## config.mk

```make
export PLATFORM = sky130hd
export DESIGN_NAME = video_timing_analyzer_flat
export DESIGN_NICKNAME = d
export VERILOG_FILES = /design/src/rtl/video_timing_analyzer_if.sv /design/src/rtl/video_timing_analyzer.sv /design/src/flat_wrapper.sv
export SDC_FILE = /design/constraint.sdc
export NUM_CORES = 1
export LEC_CHECK = 0
export ABC_AREA = 1
export CAP_MARGIN = 25
export CORE_MARGIN = 3
export CORE_UTILIZATION = 60
export CTS_CLUSTER_SIZE = 20
export DETAILED_ROUTE_END_ITERATION = 6
export DONT_BUFFER_PORTS = 1
export PLACE_DENSITY = 0.76
export SLEW_MARGIN = 20
export SYNTH_ARGS = -nofsm -noshare
export SYNTH_HDL_FRONTEND = slang
export SYNTH_SLANG_ARGS = --single-unit
```

## constraint.sdc

```tcl
create_clock -name MCLK -period 7.8 [get_ports MCLK]
set_input_delay 1.56 -clock MCLK [delete_from_list [all_inputs] [get_ports MCLK]]
set_output_delay 1.56 -clock MCLK [all_outputs]
set_load 0.02 [all_outputs]
```

## src/rtl/video_timing_analyzer_if.sv

```systemverilog
// Video timing bus: raster inputs from the source, measurement results back.
// The slave modport is the analyzer side; the master modport is the source side.
`timescale 1ns/1ps
interface video_timing_analyzer_if;
  logic       PCE, HSYN, VSYN, HBLK, VBLK;
  logic [9:0] HPOS, VPOS, H_TOTAL, H_ACTIVE, V_TOTAL, V_ACTIVE;
  logic [7:0] HS_WIDTH;
  logic [3:0] VS_WIDTH;
  logic       LOCKED, FRAME, ERR;

  modport master (
    output PCE, HSYN, VSYN, HBLK, VBLK,
    input  HPOS, VPOS, H_TOTAL, H_ACTIVE, V_TOTAL, V_ACTIVE,
    input  HS_WIDTH, VS_WIDTH, LOCKED, FRAME, ERR
  );

  modport slave (
    input  PCE, HSYN, VSYN, HBLK, VBLK,
    output HPOS, VPOS, H_TOTAL, H_ACTIVE, V_TOTAL, V_ACTIVE,
    output HS_WIDTH, VS_WIDTH, LOCKED, FRAME, ERR
  );
endinterface

```

## src/rtl/video_timing_analyzer.sv

```systemverilog
// Recovers raster position and measures line/frame geometry, locking after two equal frames.
// Define VTA_SYNC_WIDTH_EN to also measure sync pulse widths and include them in the lock check.
`timescale 1ns/1ps
module video_timing_analyzer (
  input  logic                   MCLK,
  input  logic                   RESET,
  video_timing_analyzer_if.slave vid
);
  typedef enum logic [1:0] {ST_SEARCH, ST_MEASURE, ST_VERIFY, ST_LOCKED} state_e;

  localparam logic [9:0] MAX10 = 10'd1023;

  function automatic logic [9:0] inc10(input logic [9:0] v, input logic en);
    return (en && v != MAX10) ? v + 10'd1 : v;
  endfunction

  state_e     state_q, state_d;
  logic       hs_hist_q, vs_hist_q;
  logic [9:0] hpos_q, hpos_d, vpos_q, vpos_d;
  logic [9:0] hact_q, hact_d, vact_q, vact_d;
  logic [9:0] lhtot_q, lhtot_d, lhact_q, lhact_d;
  logic [9:0] h_total_q, h_active_q, v_total_q, v_active_q;
  logic       frame_q, err_q;
  logic       hs_fall, vs_fall, line_to, frame_to, timeout, latch, match, base_match;
  logic [9:0] f_htot, f_hact, f_vtot, f_vact;

  assign hs_fall = vid.PCE & hs_hist_q & ~vid.HSYN;
  assign vs_fall = vid.PCE & vs_hist_q & ~vid.VSYN;
  assign timeout = line_to | frame_to;

  // Values of the frame closing on this PCE; a coincident HSYN fall closes its line first
  assign f_htot = hs_fall ? inc10(hpos_q, 1'b1) : lhtot_q;
  assign f_hact = hs_fall ? hact_q : lhact_q;
  assign f_vtot = inc10(vpos_q, hs_fall);
  assign f_vact = inc10(vact_q, hs_fall & ~vid.VBLK);

  always_comb begin
    hpos_d   = hpos_q;
    vpos_d   = vpos_q;
    hact_d   = hact_q;
    vact_d   = vact_q;
    lhtot_d  = lhtot_q;
    lhact_d  = lhact_q;
    line_to  = 1'b0;
    frame_to = 1'b0;
    if (vid.PCE) begin
      hpos_d = hs_fall ? 10'd0 : inc10(hpos_q, 1'b1);
      hact_d = hs_fall ? {9'd0, ~vid.HBLK} : inc10(hact_q, ~vid.HBLK);
      if (hs_fall) begin
        lhtot_d = f_htot;
        lhact_d = hact_q;
      end
      vpos_d   = vs_fall ? 10'd0 : f_vtot;
      vact_d   = vs_fall ? 10'd0 : f_vact;
      // hpos 1021 -> 1022 is the 1023rd PCE of the line
      line_to  = ~hs_fall && (hpos_q == 10'd1021);
      frame_to = hs_fall && ~vs_fall && (vpos_q == 10'd1022);
    end
  end

`ifdef VTA_SYNC_WIDTH_EN
  logic [7:0] hsw_q, hsw_d, lhsw_q, lhsw_d, hs_width_q, f_hsw;
  logic [3:0] vsw_q, vsw_d, vs_width_q, f_vsw;

  assign f_hsw = hs_fall ? hsw_q : lhsw_q;
  assign f_vsw = (hs_fall && ~vid.VSYN && vsw_q != 4'hf) ? vsw_q + 4'd1 : vsw_q;

  always_comb begin
    hsw_d  = hsw_q;
    lhsw_d = lhsw_q;
    vsw_d  = vsw_q;
    if (vid.PCE) begin
      if (hs_fall) begin
        hsw_d  = 8'd1;
        lhsw_d = hsw_q;
      end else if (~vid.HSYN && hsw_q != 8'hff) begin
        hsw_d = hsw_q + 8'd1;
      end
      vsw_d = vs_fall ? 4'd0 : f_vsw;
    end
  end

  always_ff @(posedge MCLK or posedge RESET) begin
    if (RESET) begin
      hsw_q      <= '0;
      lhsw_q     <= '0;
      vsw_q      <= '0;
      hs_width_q <= '0;
      vs_width_q <= '0;
    end else begin
      hsw_q  <= hsw_d;
      lhsw_q <= lhsw_d;
      vsw_q  <= vsw_d;
      if (latch) begin
        hs_width_q <= f_hsw;
        vs_width_q <= f_vsw;
      end
    end
  end

  assign match        = base_match && (f_hsw == hs_width_q) && (f_vsw == vs_width_q);
  assign vid.HS_WIDTH = hs_width_q;
  assign vid.VS_WIDTH = vs_width_q;
`else
  assign match        = base_match;
  assign vid.HS_WIDTH = 8'd0;
  assign vid.VS_WIDTH = 4'd0;
`endif

  assign base_match = (f_htot == h_total_q) && (f_hact == h_active_q) &&
                      (f_vtot == v_total_q) && (f_vact == v_active_q);

  always_comb begin
    state_d = state_q;
    latch   = 1'b0;
    if (timeout) begin
      state_d = ST_SEARCH;
    end else if (vs_fall) begin
      case (state_q)
        ST_SEARCH:  state_d = ST_MEASURE;
        ST_MEASURE: begin
          latch   = 1'b1;
          state_d = ST_VERIFY;
        end
        ST_VERIFY, ST_LOCKED: begin
          latch   = 1'b1;
          state_d = match ? ST_LOCKED : ST_VERIFY;
        end
        default:    state_d = ST_SEARCH;
      endcase
    end
  end

  always_ff @(posedge MCLK or posedge RESET) begin
    if (RESET) begin
      state_q    <= ST_SEARCH;
      hs_hist_q  <= 1'b1;
      vs_hist_q  <= 1'b1;
      hpos_q     <= '0;
      vpos_q     <= '0;
      hact_q     <= '0;
      vact_q     <= '0;
      lhtot_q    <= '0;
      lhact_q    <= '0;
      h_total_q  <= '0;
      h_active_q <= '0;
      v_total_q  <= '0;
      v_active_q <= '0;
      frame_q    <= 1'b0;
      err_q      <= 1'b0;
    end else begin
      state_q <= state_d;
      if (vid.PCE) begin
        hs_hist_q <= vid.HSYN;
        vs_hist_q <= vid.VSYN;
      end
      hpos_q  <= hpos_d;
      vpos_q  <= vpos_d;
      hact_q  <= hact_d;
      vact_q  <= vact_d;
      lhtot_q <= lhtot_d;
      lhact_q <= lhact_d;
      frame_q <= latch;
      err_q   <= err_q | timeout;
      if (latch) begin
        h_total_q  <= f_htot;
        h_active_q <= f_hact;
        v_total_q  <= f_vtot;
        v_active_q <= f_vact;
      end
    end
  end

  assign vid.HPOS     = hpos_q;
  assign vid.VPOS     = vpos_q;
  assign vid.H_TOTAL  = h_total_q;
  assign vid.H_ACTIVE = h_active_q;
  assign vid.V_TOTAL  = v_total_q;
  assign vid.V_ACTIVE = v_active_q;
  assign vid.LOCKED   = (state_q == ST_LOCKED);
  assign vid.FRAME    = frame_q;
  assign vid.ERR      = err_q;
endmodule
```

## src/flat_wrapper.sv

```systemverilog
// flat-port wrapper written by rule: the top's interface ports become plain ports
module video_timing_analyzer_flat 
  (MCLK, RESET, vid_PCE, vid_HSYN, vid_VSYN, vid_HBLK, vid_VBLK, vid_HPOS, vid_VPOS, vid_H_TOTAL, vid_H_ACTIVE, vid_V_TOTAL, vid_V_ACTIVE, vid_HS_WIDTH, vid_VS_WIDTH, vid_LOCKED, vid_FRAME, vid_ERR);
  video_timing_analyzer_if vid_i ();
  input  logic MCLK;
  input  logic RESET;
  input wire logic [$bits(vid_i.PCE)-1:0] vid_PCE;
  input wire logic [$bits(vid_i.HSYN)-1:0] vid_HSYN;
  input wire logic [$bits(vid_i.VSYN)-1:0] vid_VSYN;
  input wire logic [$bits(vid_i.HBLK)-1:0] vid_HBLK;
  input wire logic [$bits(vid_i.VBLK)-1:0] vid_VBLK;
  output wire logic [$bits(vid_i.HPOS)-1:0] vid_HPOS;
  output wire logic [$bits(vid_i.VPOS)-1:0] vid_VPOS;
  output wire logic [$bits(vid_i.H_TOTAL)-1:0] vid_H_TOTAL;
  output wire logic [$bits(vid_i.H_ACTIVE)-1:0] vid_H_ACTIVE;
  output wire logic [$bits(vid_i.V_TOTAL)-1:0] vid_V_TOTAL;
  output wire logic [$bits(vid_i.V_ACTIVE)-1:0] vid_V_ACTIVE;
  output wire logic [$bits(vid_i.HS_WIDTH)-1:0] vid_HS_WIDTH;
  output wire logic [$bits(vid_i.VS_WIDTH)-1:0] vid_VS_WIDTH;
  output wire logic [$bits(vid_i.LOCKED)-1:0] vid_LOCKED;
  output wire logic [$bits(vid_i.FRAME)-1:0] vid_FRAME;
  output wire logic [$bits(vid_i.ERR)-1:0] vid_ERR;
  assign vid_i.PCE = vid_PCE;
  assign vid_i.HSYN = vid_HSYN;
  assign vid_i.VSYN = vid_VSYN;
  assign vid_i.HBLK = vid_HBLK;
  assign vid_i.VBLK = vid_VBLK;
  assign vid_HPOS = vid_i.HPOS;
  assign vid_VPOS = vid_i.VPOS;
  assign vid_H_TOTAL = vid_i.H_TOTAL;
  assign vid_H_ACTIVE = vid_i.H_ACTIVE;
  assign vid_V_TOTAL = vid_i.V_TOTAL;
  assign vid_V_ACTIVE = vid_i.V_ACTIVE;
  assign vid_HS_WIDTH = vid_i.HS_WIDTH;
  assign vid_VS_WIDTH = vid_i.VS_WIDTH;
  assign vid_LOCKED = vid_i.LOCKED;
  assign vid_FRAME = vid_i.FRAME;
  assign vid_ERR = vid_i.ERR;
  video_timing_analyzer u_core (.MCLK(MCLK), .RESET(RESET), .vid(vid_i));
endmodule
```

==> results.json, run 1 <==
{
  "crit_type": "input port to flip-flop",
  "net-switching-power_w": 0.000801,
  "hold_buffers": 0,
  "setup_viol_count_final": 0,
  "area_growth_pct": 3.58,
  "required_ps": 8070,
  "dr.first_iter.drc_count": 331,
  "track_usage_pct": 24.4,
  "cap_violations": 0,
  "cts_resized": 0,
  "grt_max_degree": 73,
  "die_area_um2": 11200,
  "avgViaCountPerCell": 5.30,
  "portBuffers": 0,
  "p_sw_share_pct": 43.5,
  "clkSlewWorstSetupHoldPaths_ps": 90,
  "post-dp-hpwl_mm": 9.38,
  "htreeDepth": 3,
  "ys.warnings.count": 0,
  "rrSetupSlack_ps": 4790,
  "cts_tree": "yes",
  "coreArea_um2": 9460,
  "finalHoldViolCount": 0,
  "fill_cells": 862,
  "grt_pass1_vias": 4647,
  "rows": 35,
  "p_clk_share_pct": 18.8,
  "final_cell_mix": "nand2_1 (273), dfrtp_1 (104), inv_1 (94)",
  "start_util_pct": 63.1,
  "dpl-instance-area_um2": 5990,
  "final_common_cell": "nand2_1",
  "n_antenna_cell": 0,
  "tightest_slew_ps": 907,
  "cp-endpoint": "u_core.vid.H_TOTAL[1]$_DFFE_PP0P_",
  "yosysTopAreaCellShare_pct": 43.6,
  "synthCells": 813,
  "grt_pass1_wl_mm": 22.2,
  "clk_latency_ps": 360,
  "numCtsBuffers": 9,
  "drt.antenna.violating_nets": 0,
  "start_kind": "input port",
  "drv_slew": 0,
  "finalCritPeriodShare_pct": 45.7,
  "drt_drc_violations_left": 0,
  "power_density_nw_per_um2": 298,
  "avgSynthCellArea_um2": 7.34,
  "cp_max_fo": 40,
  "critPathArrivalTime_ps": 3840,
  "grt_setup_unrepaired": "no",
  "design_area_um2": 6180,
  "preCtsSetupSlack_ps": 3850,
  "fin_skew_ps": 8.77,
  "seqPwrFrac_pct": 53.8,
  "synthesis.area_um2": 5970,
  "routedWlPerCell_um": 13.8,
  "layout-drive-gt1-share_pct": 6.80,
  "hp-class": "flip-flop to flip-flop",
  "finalSetupTns_ps": 0,
  "postCtsSetupBuffers": 0,
  "seq_area_frac_synth_pct": 44.5,
  "wl_mm": 12.9,
  "multiInputGateArea_um2": 2770,
  "synth_top_cell_by_area": "dfrtp_1",
  "cts_buffer_depth": 2,
  "p_int_w": 0.00104,
  "reg2reg_depth": 8,
  "timing.rr.end": "u_core.vid.H_TOTAL[1]$_DFFE_PP0P_",
  "fin_nets": 818,
  "clock-sinks": 106,
  "seq_area_um2": 2660,
  "root_buffer": "clkbuf_8",
  "ir_drop_mv": 0.167,
  "maxSlewHeadroom_pct": 39.4,
  "status": "completed",
  "timing.rr.start": "u_core.hs_hist_q$_DFFE_PP1P_",
  "dr_total_vias": 4969,
  "overflow": 0,
  "synthDistinctLibCells": 42,
  "synth_area_leaders": "dfrtp_1 (44%), nand2_1 (17%), inv_1 (6.0%), nand3_1 (5.9%), o21ai_0 (5.3%)",
  "io-pin-count": 82,
  "p_leak_nw": 3.16,
  "endpoint_kind": "flip-flop",
  "die_w_um": 106,
  "startpoint": "vid_PCE",
  "antenna_found_initial": 0,
  "fin_ws_ps": 4230,
  "max_freq_ghz": 0.280,
  "synth-seq-cells": 106,
  "min_period_ps": 3570,
  "place_congestion": 0.880,
  "drtPass1Iterations": 5,
  "pwr-share-comb_pct": 27.4,
  "fp.dieH_um": 106
}
==> metrics by stage <==
step / cells / total power [W] / hold WS, ps / util [%]
2_1_floorplan: 824 / 0.00137 / 471 / -
3_3_place_gp: 923 / 0.00148 / 478 / 63.3
3_5_place_dp: 923 / 0.00151 / 485 / 63.3
4_1_cts: 938 / 0.00185 / 498 / 65.4
5_1_grt: 938 / 0.00199 / 519 / 65.4
6_report: 938 / 0.00184 / 498 / 65.4
==> logic make-up after synthesis <==
kind of cell	share of synthesized area [%]
AND/OR/NAND/NOR	35.2
buffers and inverters	9.77
flip-flops	44.5
AO/OA/AOI/OAI	7.21
XOR/XNOR	2.05
adder cells (fa/ha/maj)	1.26
other	0.0628
==> metal layers <==
| metal | vias to the layer above | GRT usage [%] | share of wire, % |
|---|---|---|---|
| li1 | 2521 | - | - |
| met1 | 2314 | 32.1 | 45 |
| met2 | 123 | 40.4 | 48 |
| met3 | 11 | 6.92 | 6.8 |
| met4 | 0 | 4.90 | 0.87 |
| met5 | - | 0 | 0 |
==> power groups by stage <==
stage          logic [W]  clock network [W]  registers [W]
5_1_grt         0.000593           0.000378        0.00102
4_1_cts         0.000507           0.000353       0.000992
3_3_place_gp    0.000488                  0       0.000996
3_5_place_dp    0.000504                  0        0.00100
6_report        0.000505           0.000346       0.000990
2_1_floorplan   0.000418                  0       0.000948
==> worst max-delay path, stage by stage <==
cell      delay [ps]
nand2_2           50
nor2_4           690
nor2_1           380
a221oi_1         430
nand2_1          130
inv_2            370
nand2_1          110
o21ai_0          110
==> state kept, by name (all words and copies together), names as in the netlist <==
signal,count
u_core.vid.V_ACTIVE,10
u_core.vs_hist_q,1
u_core.vid.V_TOTAL,10
u_core.vid.VPOS,10
u_core.state_q,2
u_core.vid.HPOS,10
u_core.vid.H_TOTAL,10
u_core.lhact_q,10
u_core.vid.ERR,1
u_core.lhtot_q,10
u_core.vact_q,10
u_core.vid.FRAME,1
u_core.hact_q,10
u_core.vid.H_ACTIVE,10
u_core.hs_hist_q,1
==> how the worst min path moves through the flow <==
stage / from / to / slack (ps) / depth (start not counted)
after floorplan: u_core.vs_hist_q$_DFFE_PP1P_ / u_core.vs_hist_q$_DFFE_PP1P_ / 470 / 2
after global placement: u_core.vs_hist_q$_DFFE_PP1P_ / u_core.vs_hist_q$_DFFE_PP1P_ / 480 / 2
after detailed placement: u_core.vs_hist_q$_DFFE_PP1P_ / u_core.vs_hist_q$_DFFE_PP1P_ / 490 / 2
after CTS: u_core.vs_hist_q$_DFFE_PP1P_ / u_core.vs_hist_q$_DFFE_PP1P_ / 500 / 2
after global routing: u_core.vs_hist_q$_DFFE_PP1P_ / u_core.vs_hist_q$_DFFE_PP1P_ / 520 / 2
final: u_core.vs_hist_q$_DFFE_PP1P_ / u_core.vs_hist_q$_DFFE_PP1P_ / 500 / 2
==> cell usage after synthesis, drive strengths merged <==
| master | number |
|---|---|
| xor2 | 9 |
| nor3b | 1 |
| buf | 22 |
| dfstp | 2 |
| or2 | 10 |
| o21bai | 2 |
| xnor2 | 5 |
| nor2 | 75 |
| ha | 6 |
| o31ai | 1 |
| clkbuf | 10 |
| nor3 | 11 |
| a21boi | 2 |
| and2 | 1 |
| dfrtp | 104 |
| nand3 | 73 |
| o21ai | 67 |
| a22o | 1 |
| conb | 1 |
| nand2 | 280 |
| a221oi | 1 |
| o221a | 1 |
| a21oi | 5 |
| inv | 100 |
| nand4 | 15 |
| nand3b | 8 |
==> cell type report <==
class / count / share of cell area (%)
multi-input cells: 586 / 44.9
flip-flops and latches: 106 / 42.9
inverters: 100 / 6.15
well taps: 129 / 2.61
clock buffers: 10 / 2.23
clock inverters: 5 / 0.991
repair buffers: 2 / 0.243
(Power assumes the default switching activity.)
==> inputs of run 2 (changes only) <==
Settings changed: ABC_AREA 1 to 0, CORE_UTILIZATION 60 to 58.
Clock period 7.8 ns to 3 ns, I/O delays scaled along.
==> results.json, run 2 <==
{
  "crit_chain": "and3b_4 -> buf_4 -> mux2i_1 -> nor2_1 -> a2111oi_0 -> nand4_1 -> nor4_1 -> nand4_1 -> o22ai_2",
  "dr.first_iter.drc_count": 390,
  "finalCritPeriodShare_pct": 93.3,
  "crit_type": "flip-flop to flip-flop",
  "cts_tree": "yes",
  "finalSetupTns_ps": 0,
  "fin_nets": 674,
  "coreArea_um2": 9500,
  "p_leak_nw": 2.78,
  "seq_area_frac_synth_pct": 45.5,
  "reg2reg_depth": 9,
  "ir_drop_mv": 0.544,
  "seq_area_um2": 2660,
  "maxSlewHeadroom_pct": 54.8,
  "preCtsSetupSlack_ps": 133,
  "avgSynthCellArea_um2": 8.90,
  "numCtsBuffers": 9,
  "antenna_found_initial": 0,
  "cap_violations": 0,
  "layout-drive-gt1-share_pct": 8.27,
  "dpl-instance-area_um2": 6020,
  "synth_top_cell_by_area": "dfrtp_1",
  "grt_pass1_wl_mm": 24.6,
  "final_cell_mix": "dfrtp_1 (104), nand2_1 (99), o21ai_0 (61)",
  "crit_top_cell": "nand4_1",
  "min_period_ps": 2800,
  "tightest_slew_ps": 677,
  "dr_total_vias": 4962,
  "die_w_um": 106,
  "rows": 35,
  "endpoint_kind": "flip-flop",
  "multiInputGateArea_um2": 2920,
  "htreeDepth": 3,
  "cp_max_fo": 27,
  "fp.dieH_um": 106,
  "slowest_delay_ps": 620,
  "final_common_cell": "dfrtp_1",
  "synth_area_leaders": "dfrtp_1 (45%), nand2_1 (6.4%), o21ai_0 (5.2%), xnor2_1 (4.5%), nor2_1 (3.5%)",
  "root_buffer": "clkbuf_8",
  "synth.most_common_cell": "dfrtp_1",
  "grt_pass1_vias": 4711,
  "avgViaCountPerCell": 6.25,
  "start_util_pct": 61.4,
  "place_congestion": 0.999,
  "fin_skew_ps": 11.7,
  "grt_max_degree": 77,
  "synthDistinctLibCells": 63,
  "stdcell_count": 794,
  "n_antenna_cell": 0,
  "post-dp-hpwl_mm": 11.2,
  "yosysTopAreaCellShare_pct": 44.6,
  "timing.rr.start": "u_core.hs_hist_q$_DFFE_PP1P_",
  "ys.warnings.count": 0,
  "drt.antenna.violating_nets": 0,
  "clock-sinks": 106,
  "fin_ws_ps": 202,
  "synthFlopType": "dfrtp_1",
  "hp-class": "input port to async pin",
  "synth_edf_count": 0,
  "rrSetupSlack_ps": 200,
  "required_ps": 3310,
  "design_area_um2": 6240,
  "portBuffers": 0,
  "synth.top_cells.by_count": "dfrtp_1 (104), nand2_1 (99), o21ai_0 (61)",
  "fill_cells": 772,
  "start_kind": "flip-flop",
  "clk_latency_ps": 380,
  "status": "completed",
  "holdWs_ps": 180,
  "io-pin-count": 82,
  "power_density_nw_per_um2": 665,
  "finalHoldViolCount": 0,
  "cts_buffer_depth": 2,
  "async_flop_share_pct": 100,
  "wl_mm": 14.9,
  "grt_setup_unrepaired": "no",
  "routedWlPerCell_um": 18.8,
  "clkSlewWorstSetupHoldPaths_ps": 100,
  "die_area_um2": 11300,
  "synthCells": 656,
  "drv_slew": 0,
  "postCtsSetupBuffers": 0,
  "drt_drc_violations_left": 0,
  "startpoint": "u_core.hs_hist_q$_DFFE_PP1P_",
  "track_usage_pct": 27.1,
  "area_growth_pct": 6.84,
  "setup_viol_count_final": 0,
  "dp_cells": 779,
  "drtPass1Iterations": 7,
  "critPathArrivalTime_ps": 3100,
  "synth-seq-cells": 106,
  "synthesis.area_um2": 5840,
  "max_freq_ghz": 0.357,
  "overflow": 0,
  "cpMaxStageDelayCell": "dfstp_2"
}
-- run 2: cell types whose count changed after synthesis, moves of 8 or more --
cell      change
a21oi_1      +16
and3_1        +9
clkbuf_1     +10
inv_1        -68
mux2i_1      +14
nand2_1     -174
nand2b_1      +8
nand3_1      -47
nor2_1       -12
xnor2_1      +25
-- run 2: timing repair --
| item | in CTS | in global routing |
|---|---|---|
| endpoints found under the setup margin | 0 | 1 |
| hold buffers | 0 | 0 |
| resized for setup | 0 | 2 |
-- run 2: path summary, 6_finish.rpt --
check / to
setup / recovery: u_core.state_q[0]$_DFFE_PP0P_
hold / removal: u_core.hact_q[2]$_DFFE_PP0P_
setup reg to reg: u_core.state_q[0]$_DFFE_PP0P_
hold reg to reg: u_core.lhtot_q[4]$_DFFE_PP0P_
max in group asynchronous: u_core.vs_hist_q$_DFFE_PP1P_
min in group MCLK: u_core.vid.HPOS[3]$_DFFE_PP0P_
-- run 2: logic make-up after synthesis --
kind of cell	after synthesis	share of synthesized area, %
flops	106	45.5
simple gates	266	21.9
mux	20	3.75
compound gates	145	15.6
xor+xnor	44	6.60
fa+ha+maj	6	1.29
buf+inv	68	5.34
other cells	1	0.0642
-- run 2: area by class of cell --
class | count | share of cell area (%)
clock buffer | 10 | 2.05
clock inverter | 5 | 1.28
inverter | 28 | 1.75
multi-input combinational | 493 | 46.8
sequential | 106 | 42.6
tap | 129 | 2.59
timing repair buffer | 23 | 2.97
-- run 2: critical path, delay by kind of cell, from the launching register on --
kind / cells / cell delay (ps)
and+or+nand+nor: 5 / 950
buffers and inverters: 1 / 330
AOI/OAI and AO/OA: 2 / 530
muxes: 1 / 300
DFF: 1 / 620
-- run 2: report_power, final --
group / internal (W) / total, W / switching, W
sequential: 0.00165 / 0.00206 / 0.000413
clock: 0.000465 / 0.000946 / 0.000482
combinational: 0.000461 / 0.00114 / 0.000680
total: 0.00257 / 0.00415 / 0.00158
-- run 2: stage by stage --
step / utilization [%] / power (W)
floorplan: - / 0.00284
global placement: 63.4 / 0.00316
detailed placement: 63.4 / 0.00320
CTS: 65.6 / 0.00414
global route: 65.6 / 0.00438
finish: 65.6 / 0.00415
-- run 2: layer usage --
layer | GRT usage (%) | vias up | share of wire (%)
li1 | - | 2291 | -
met1 | 37.3 | 2418 | 43
met3 | 7.16 | 25 | 8.9
met4 | 7.68 | 0 | 1.8
met2 | 42.5 | 228 | 47
met5 | 0 | - | 0
